$ cat config.mk
export PLATFORM = sky130hd
export DESIGN_NAME = blit_rect_engine
export DESIGN_NICKNAME = d
export VERILOG_FILES = /design/src/rtl/xosera_pkg.sv /design/src/rtl/blit_rect_step.sv /design/src/rtl/blit_rect_engine.sv
export SDC_FILE = /design/constraint.sdc
export NUM_CORES = 1
export LEC_CHECK = 0
export BUFFER_PORTS_ARGS = -buffer_cell sky130_fd_sc_hd__buf_2
export CORE_AREA = 2 2 152 154
export CTS_BUF_LIST = sky130_fd_sc_hd__clkbuf_4 sky130_fd_sc_hd__clkbuf_8
export DETAILED_ROUTE_END_ITERATION = 10
export DIE_AREA = 0 0 154 156
export PLACE_DENSITY = 0.77
export RECOVER_POWER = 100
export SETUP_SLACK_MARGIN = 0.2
export SLEW_MARGIN = 0
export SYNTH_ARGS = -nofsm -noshare
export SYNTH_HDL_FRONTEND = slang
export SYNTH_HIERARCHICAL = 1
export SYNTH_SLANG_ARGS = --single-unit
$ cat constraint.sdc
create_clock -name clk -period 4.7 [get_ports clk]
set_input_delay 0.47 -clock clk [delete_from_list [all_inputs] [get_ports clk]]
set_output_delay 0.47 -clock clk [all_outputs]
set_load 0.02 [all_outputs]
$ cat src/rtl/xosera_pkg.sv
// Shared types for the VRAM blit path: address/word types, blit mode and FSM state.
// The line-step helper keeps the wrap-around address arithmetic in one place.
package xosera_pkg;

    typedef logic [15:0] addr_t;
    typedef logic [15:0] word_t;

    typedef enum logic {
        BLIT_FILL = 1'b0,
        BLIT_COPY = 1'b1
    } blit_mode_t;

    typedef enum logic [1:0] {
        BLIT_IDLE = 2'd0,
        BLIT_RD   = 2'd1,
        BLIT_WR   = 2'd2,
        BLIT_DONE = 2'd3
    } blit_state_t;

    localparam int BLIT_CHANS = 2;
    localparam int BLIT_SRC   = 0;
    localparam int BLIT_DST   = 1;

    // Next address after one word; the modulo is only applied when leaving a line.
    function automatic addr_t blit_line_step(addr_t addr, addr_t modulo, logic line_end);
        addr_t step_addr;
        step_addr = addr + 16'd1;
        if (line_end) begin
            step_addr = step_addr + modulo;
        end
        return step_addr;
    endfunction

endpackage

$ cat src/rtl/blit_rect_step.sv
// Word/line counters plus the source and destination address steppers of the blitter.
// Loaded from the config at start, advanced once per acknowledged write.
module blit_rect_step
    import xosera_pkg::*;
(
    input  logic  clk,
    input  logic  reset_n_i,
    input  logic  load_i,
    input  logic  step_i,
    input  addr_t src_addr_i,
    input  addr_t dst_addr_i,
    input  addr_t src_mod_i,
    input  addr_t dst_mod_i,
    input  word_t width_i,
    input  word_t lines_i,
    output addr_t src_addr_o,
    output addr_t dst_addr_o,
    output logic  line_end_o,
    output logic  last_o
);

    word_t width_reg;
    word_t lines_reg;
    word_t word_cnt_reg;
    word_t line_cnt_reg;

    addr_t [BLIT_CHANS-1:0] load_addr;
    addr_t [BLIT_CHANS-1:0] load_mod;
    addr_t [BLIT_CHANS-1:0] chan_addr;

    assign load_addr = {dst_addr_i, src_addr_i};
    assign load_mod  = {dst_mod_i, src_mod_i};

    assign line_end_o = (word_cnt_reg == width_reg);
    // Last line reached; the engine combines this with line_end_o to finish.
    assign last_o     = (line_cnt_reg == lines_reg);

    assign src_addr_o = chan_addr[BLIT_SRC];
    assign dst_addr_o = chan_addr[BLIT_DST];

    generate
        for (genvar gi = 0; gi < BLIT_CHANS; gi++) begin : g_chan
            addr_t addr_reg;
            addr_t mod_reg;
            addr_t addr_next;

            assign addr_next     = blit_line_step(addr_reg, mod_reg, line_end_o);
            assign chan_addr[gi] = addr_reg;

            always_ff @(posedge clk) begin
                if (!reset_n_i) begin
                    addr_reg <= '0;
                    mod_reg  <= '0;
                end else if (load_i) begin
                    addr_reg <= load_addr[gi];
                    mod_reg  <= load_mod[gi];
                end else if (step_i) begin
                    addr_reg <= addr_next;
                end
            end
        end
    endgenerate

    always_ff @(posedge clk) begin
        if (!reset_n_i) begin
            width_reg    <= '0;
            lines_reg    <= '0;
            word_cnt_reg <= '0;
            line_cnt_reg <= '0;
        end else if (load_i) begin
            width_reg    <= width_i;
            lines_reg    <= lines_i;
            word_cnt_reg <= '0;
            line_cnt_reg <= '0;
        end else if (step_i) begin
            if (line_end_o) begin
                word_cnt_reg <= '0;
                line_cnt_reg <= line_cnt_reg + 16'd1;
            end else begin
                word_cnt_reg <= word_cnt_reg + 16'd1;
            end
        end
    end

endmodule

$ cat src/rtl/blit_rect_engine.sv
// Rectangle fill/copy initiator on the arbiter's blit port.
// Request fields are decoded from registered state, so they stay stable until acked.
module blit_rect_engine
    import xosera_pkg::*;
(
    input  logic       clk,
    input  logic       reset_n_i,
    input  logic       start_i,
    input  blit_mode_t mode_i,
    input  addr_t      src_addr_i,
    input  addr_t      dst_addr_i,
    input  addr_t      src_mod_i,
    input  addr_t      dst_mod_i,
    input  word_t      width_i,
    input  word_t      lines_i,
    input  word_t      fill_data_i,
    input  logic [3:0] wr_mask_i,
    output logic       busy_o,
    output logic       done_o,
    output logic       blit_sel_o,
    input  logic       blit_ack_i,
    output logic       blit_wr_o,
    output logic [3:0] blit_wr_mask_o,
    output addr_t      blit_addr_o,
    output word_t      blit_data_o,
    input  word_t      vram_data_i
);

    blit_state_t state_reg;
    blit_state_t state_next;

    blit_mode_t  mode_reg;
    word_t       fill_reg;
    word_t       data_reg;
    logic [3:0]  mask_reg;

    logic        load;
    logic        step;
    logic        data_ld;
    addr_t       src_addr;
    addr_t       dst_addr;
    logic        line_end;
    logic        last_line;

    blit_rect_step u_step (
        .clk        (clk),
        .reset_n_i  (reset_n_i),
        .load_i     (load),
        .step_i     (step),
        .src_addr_i (src_addr_i),
        .dst_addr_i (dst_addr_i),
        .src_mod_i  (src_mod_i),
        .dst_mod_i  (dst_mod_i),
        .width_i    (width_i),
        .lines_i    (lines_i),
        .src_addr_o (src_addr),
        .dst_addr_o (dst_addr),
        .line_end_o (line_end),
        .last_o     (last_line)
    );

    always_ff @(posedge clk) begin
        if (!reset_n_i) begin
            state_reg <= BLIT_IDLE;
            mode_reg  <= BLIT_FILL;
            fill_reg  <= '0;
            mask_reg  <= '0;
            data_reg  <= '0;
        end else begin
            state_reg <= state_next;
            if (load) begin
                mode_reg <= mode_i;
                fill_reg <= fill_data_i;
                mask_reg <= wr_mask_i;
            end
            if (data_ld) begin
                data_reg <= vram_data_i;
            end
        end
    end

    always_comb begin
        state_next     = state_reg;
        load           = 1'b0;
        step           = 1'b0;
        data_ld        = 1'b0;
        busy_o         = 1'b1;
        done_o         = 1'b0;
        blit_sel_o     = 1'b0;
        blit_wr_o      = 1'b0;
        blit_wr_mask_o = '0;
        blit_addr_o    = '0;
        blit_data_o    = '0;

        case (state_reg)
            BLIT_IDLE: begin
                busy_o = 1'b0;
                if (start_i) begin
                    load       = 1'b1;
                    state_next = (mode_i == BLIT_COPY) ? BLIT_RD : BLIT_WR;
                end
            end
            BLIT_RD: begin
                blit_sel_o  = 1'b1;
                blit_addr_o = src_addr;
                if (blit_ack_i) begin
                    data_ld    = 1'b1;
                    state_next = BLIT_WR;
                end
            end
            BLIT_WR: begin
                blit_sel_o     = 1'b1;
                blit_wr_o      = 1'b1;
                blit_wr_mask_o = mask_reg;
                blit_addr_o    = dst_addr;
                blit_data_o    = (mode_reg == BLIT_COPY) ? data_reg : fill_reg;
                if (blit_ack_i) begin
                    step = 1'b1;
                    if (line_end && last_line) begin
                        state_next = BLIT_DONE;
                    end else if (mode_reg == BLIT_COPY) begin
                        state_next = BLIT_RD;
                    end else begin
                        state_next = BLIT_WR;
                    end
                end
            end
            BLIT_DONE: begin
                done_o     = 1'b1;
                state_next = BLIT_IDLE;
            end
            default: begin
                state_next = BLIT_IDLE;
            end
        endcase
    end

endmodule

Word level (Yosys, flattened, before mapping) --
Cells that the tools add are included.
Word-level totals: bits in registers 167, latch bits 0, bits in writable memories 0, ROM bits 0, input bits 137, output and inout bits 40, logic and storage cells 62, memories 0
Operators by class: add/sub/neg operators 6, multipliers 0, divide/modulo/power cells 0, order comparisons 0, eq/ne operators 8, shifts and indexed selects 0, muxes and demuxes 27, bitwise gates (word level) 1, reduce and logical (&&, ||, !) cells 7
Operators by type and width (number):
- $mux 16 | 9
- $add 16x1->16 const B | 4
- $add 16x16->16 | 2
- $eq 16x16->1 | 2
- $pmux 16 s2 | 1
- $mux 2 | 6
- $mux 1 | 9
- $pmux 2 s4 | 1
- $ne 2x2->1 const B | 3
- $eq 2x2->1 const B | 2
- $mux 4 | 1
- $reduce_or 2->1 | 2
- $reduce_and 3->1 | 1
- $eq 2x1->1 const B | 1
- $logic_not 2->1 | 1
- $reduce_and 2->1 | 1
- $reduce_bool 2->1 | 1
- $logic_and 1x1->1 | 1
- $not 1->1 | 1

Depth between registers and ports, before layout --
depth in word-level cells 5, depth in mapped cells 14, gate-level depth less buffers 14

Modules after synthesis --
Netlist, hierarchy kept.
Modules (own cells, without submodules):
- blit_rect_step | times used 1, cells an instance 905, area an instance 7841.3 µm²
- blit_rect_engine | times used 1, cells an instance 265, area an instance 2053.2 µm²

Worst setup path before layout --
Ideal clock, no wire load.
kind register to register, start point register u_step.g_chan[0].addr_reg[2], in the netlist u_step/src_addr_o[2], end point register u_step.g_chan[0].addr_reg[15], in the netlist u_step/src_addr_o[15], setup time 0.126 ns, arrival time 2.905 ns, data required time 4.574 ns, slack 1.669 ns, cell stages (with the launch flop) 14, buffers on the path 0, period minus slack after synthesis 3.031 ns, cell sequence dfxtp_1 > and4_1 > and2_1 > and4_1 > nand2_1 > xnor2_1 > ha_1 > and3_1 > a31oi_1 > a21oi_1 > o211a_1 > nor4_1 > o211ai_1 > nor3b_1
Between the ends: cells in the longest elaborated chain, start to end 5
RTL lines:
- start, declared | RTL line blit_rect_step.sv:43 | addr_t addr_reg;
- start signal, assigned | RTL line blit_rect_step.sv:55 | addr_reg <= load_addr[gi];
- start signal, assigned | RTL line blit_rect_step.sv:58 | addr_reg <= addr_next;
- $add 16x1->16 * | RTL line xosera_pkg.sv:27 | step_addr = addr + 16'd1;
- $add 16x16->16 | RTL line xosera_pkg.sv:29 | step_addr = step_addr + modulo;
- $mux 16 * | RTL line xosera_pkg.sv:28 | if (line_end) begin
- $mux 16 * | RTL line blit_rect_step.sv:57 | end else if (step_i) begin
- $mux 16 * | RTL line blit_rect_step.sv:54 | end else if (load_i) begin
Mark *: on every way between the ends. The rest lies on a longest branch, timed or not. The select of a mux whose other input is x is not followed. A chain may end at the register's enable or synchronous reset.

Worst setup path after layout --
start point register state_reg[0], end point register u_step.g_chan[1].addr_reg[10], in the netlist u_step/dst_addr_o[10]
Between the ends: cells in the longest elaborated chain, start to end 3
RTL lines:
- start, declared | RTL line blit_rect_engine.sv:29 | blit_state_t state_reg;
- start signal, assigned | RTL line blit_rect_engine.sv:70 | state_reg <= state_next;
- $eq 2x2->1 or $logic_not 2->1 (tied branches) | RTL line blit_rect_engine.sv:95 | case (state_reg)
- $mux 1 | RTL line blit_rect_engine.sv:95
- $reduce_bool 2->1 (no line) or $mux 16 (tied branches)
- end signal, assigned | RTL line blit_rect_step.sv:55
- end signal, assigned | RTL line blit_rect_step.sv:58
- end, declared | RTL line blit_rect_step.sv:43
Parallel ways exist; a longest one is shown, timed or not.

==> impl_metrics.env <==
export IMPL_status="finished with violations"
export IMPL_failed_checks="capacitance limit, slew limit"
export IMPL_drc_errors=0
export IMPL_timing_worst_slew_pin_value_ns=1.53
export IMPL_rsz0062_at_grt="false"
export IMPL_skew_ns=0.0131
export IMPL_startpoint="state_reg[0]$_SDFFE_PN0P_"
export IMPL_cp_required_ns=5.10
export IMPL_firstDrtPassIters=8
export IMPL_ys_ff_latch=167
export IMPL_syn_area_mm2=0.00989
export IMPL_final_util_pct=50.2
export IMPL_die_w_um=154
export IMPL_gp_congestion=0.943
export IMPL_wire_per_inst_um=16.5
export IMPL_cts_max_path_buffers=2
export IMPL_fmax_mhz=265
export IMPL_drt_iter0_markers=625
export IMPL_synth_distinct_cells=64
export IMPL_yosysSeqAreaShare_pct=33.8
export IMPL_cpLargestDelayFamily="buffers and inverters"
export IMPL_synth_edff_count=0
export IMPL_area_delta_synth_final_pct=13.5
export IMPL_ios=177
export IMPL_cts_setup_buffers=0
export IMPL_grt_usage_pct=21.6
export IMPL_critPathBufInv=4
export IMPL_wl_um=26500
export IMPL_min_period_over_period_pct=80.4
export IMPL_htreeDepth=4
export IMPL_ys_top_cells_by_area="dfxtp_1, mux2i_1, nor2b_1, ha_1, xnor2_1"
export IMPL_grt_pass1_vias=8258
export IMPL_num_rows=55
export IMPL_vias_per_cell=5.48
export IMPL_via_count=8821
export IMPL_crit_path_top_delay_cell="clkbuf_1"
export IMPL_tritoncts="built"
export IMPL_endpoint_kind="flip-flop"
export IMPL_slowest_delay_ns=0.88
export IMPL_postSynthNetCount=1357
export IMPL_drive_gt1_share_pct=13.6
export IMPL_crit_arrival_ns=4.18
export IMPL_clock_sinks=167
export IMPL_hold_path_class="in -> reg"
export IMPL_fill_cells=2143
export IMPL_fin_setup_tns_ns=0
export IMPL_power_density_mw_per_mm2=451
export IMPL_crit_chain="inv_1 -> ha_1 -> nand2_1 -> clkbuf_1 -> inv_6 -> clkbuf_2 -> a2111oi_0 -> a21oi_1 -> nor2b_1"
export IMPL_critPathKind="reg -> reg"
export IMPL_grt_first_pass_wirelength_um=41900
export IMPL_core_mm2=0.0224
export IMPL_period_minus_slack_ns=3.78
export IMPL_dieArea_mm2=0.0240
export IMPL_final_max_slew_viol_count=59
export IMPL_cts_clk_slew_worst_paths_ns=0.09
export IMPL_power_leakage_uw=0.00438
export IMPL_ys_top_cells_by_count="dfxtp_1, nand2_1, nor2b_1, mux2i_1, a21oi_1"
export IMPL_start_kind="flip-flop"
export IMPL_synth_top_area_cell="dfxtp_1"
export IMPL_die_y_um=156
export IMPL_hold_violations=0
export IMPL_min_delay_start="src_addr_i[2]"
export IMPL_async_flop_share_pct=0
export IMPL_setup_viol=0
export IMPL_grt_max_degree=59
export IMPL_numCtsBuffers=17
export IMPL_place_hpwl_um=19600
export IMPL_cts_root_buf="clkbuf_8"
export IMPL_port_buffers=176
export IMPL_ant_nets=0
export IMPL_synth_main_ff_cell="dfxtp_1"
export IMPL_antenna_found_initial=4
export IMPL_yosys_warnings=6
export IMPL_postCtsHoldBufs=0
export IMPL_avgSynthCellArea_um2=8.46
export IMPL_yosys_area_top_type_share_pct=33.8
export IMPL_vdd_ir_drop_max_v=0.000226
export IMPL_maxSlewHeadroom_pct=-2.33
export IMPL_max_cap_violations=1
export IMPL_largest_reg_flops=32
export IMPL_insertion_delay_ns=0.46
export IMPL_post_synth_top_count_cell="dfxtp_1"
export IMPL_nets=1495
export IMPL_cp_max_fo=52
export IMPL_start_util_pct=44.2
export IMPL_cts_repair_resized=0
export IMPL_rr_startpoint="state_reg[0]$_SDFFE_PN0P_"
export IMPL_overflow=0
export IMPL_netlist_instances=1170
==> stage by stage <==
stage | hold WS, ns | instance area [um2] | setup slack, ns | instances | power (uW)
floorplan | 0.432 | 9890 | 1.67 | 1170 | 3550
global placement | 0.438 | 10900 | 1.41 | 1574 | 4030
detailed placement | 0.444 | 10900 | 1.25 | 1574 | 4080
CTS | 0.196 | 11300 | 1.13 | 1605 | 5090
global route | 0.215 | 11200 | 0.568 | 1605 | 5400
finish | 0.231 | 11200 | 0.920 | 1610 | 5060
==> power by group <==
part           switching (uW)  internal [uW]  total, uW  leakage [uW]
combinational            1290            907       2190       0.00284
sequential                235           1640       1880       0.00137
clock                     546            441        987      0.000178
total                    2070           2990       5060       0.00438
==> worst reg2reg max path: cells and delay by family, from the launching register on <==
family | cells | cell delay [ns]
and+or+nand+nor | 2 | 0.22
adders and majority gates | 1 | 0.25
DFF | 1 | 0.39
buffers and inverters | 4 | 2.12
AOI/OAI and AO/OA | 2 | 0.72
==> routing by layer <==
layer / global-route usage [%] / wire length, um / share of wire [%]
met1: 27.0 / 11900 / 45
met2: 36.6 / 12300 / 47
met3: 5.25 / 1760 / 6.6
met4: 6.81 / 521 / 2.0
met5: 0 / 41 / 0.15
==> area by class of cell <==
class,instances,area (um2),share of cell area [%]
tap,285,357,3.18
clock buffer,20,263,2.34
timing repair buffer,185,872,7.77
multi-input combinational,919,6200,55.3
clock inverter,11,101,0.903
sequential,167,3340,29.8
antenna,5,12.5,0.111
inverter,18,72.6,0.646
==> cells in the final DEF (no fill, tap or decap), drive strengths merged, types with 6 or more instances in the layout <==
master	synthesis	routed
a211oi	22	22
a21o	10	10
a21oi	85	85
a22oi	16	16
a31oi	8	8
and2	10	10
and3	11	11
buf	23	137
clkbuf	43	68
dfxtp	167	167
ha	48	48
inv	18	19
mux2i	93	93
nand2	135	135
nand3	26	26
nand4	28	28
nor2	76	76
nor2b	114	114
nor3	11	11
nor4	7	7
o211a	6	6
o211ai	9	9
o21ai	31	31
or3	9	9
xnor2	68	68
xor2	35	35
==> path summary, 6_finish.rpt <==
kind / endpoint / slack (ns) / cells past startpoint
worst max-delay path: u_step/dst_addr_o[10]$_SDFFE_PN0P_ / 0.92 / 9
worst max register to register: u_step/dst_addr_o[10]$_SDFFE_PN0P_ / 0.92 / 9
worst min register to register: mask_reg[2]$_SDFFE_PN0P_ / 0.46 / 2
worst min-delay path: u_step/src_addr_o[2]$_SDFFE_PN0P_ / 0.23 / 2
==> logic make-up after synthesis <==
group           Yosys count  share of synthesized area [%]
xor+xnor                103                           9.12
buf+inv                  84                           3.46
fa+ha+maj                50                           6.47
compound gates          228                           14.9
simple gates            444                           22.7
flops                   167                           33.8
mux                      94                           9.52
No activity file was read; power rests on OpenSTA's default activity.
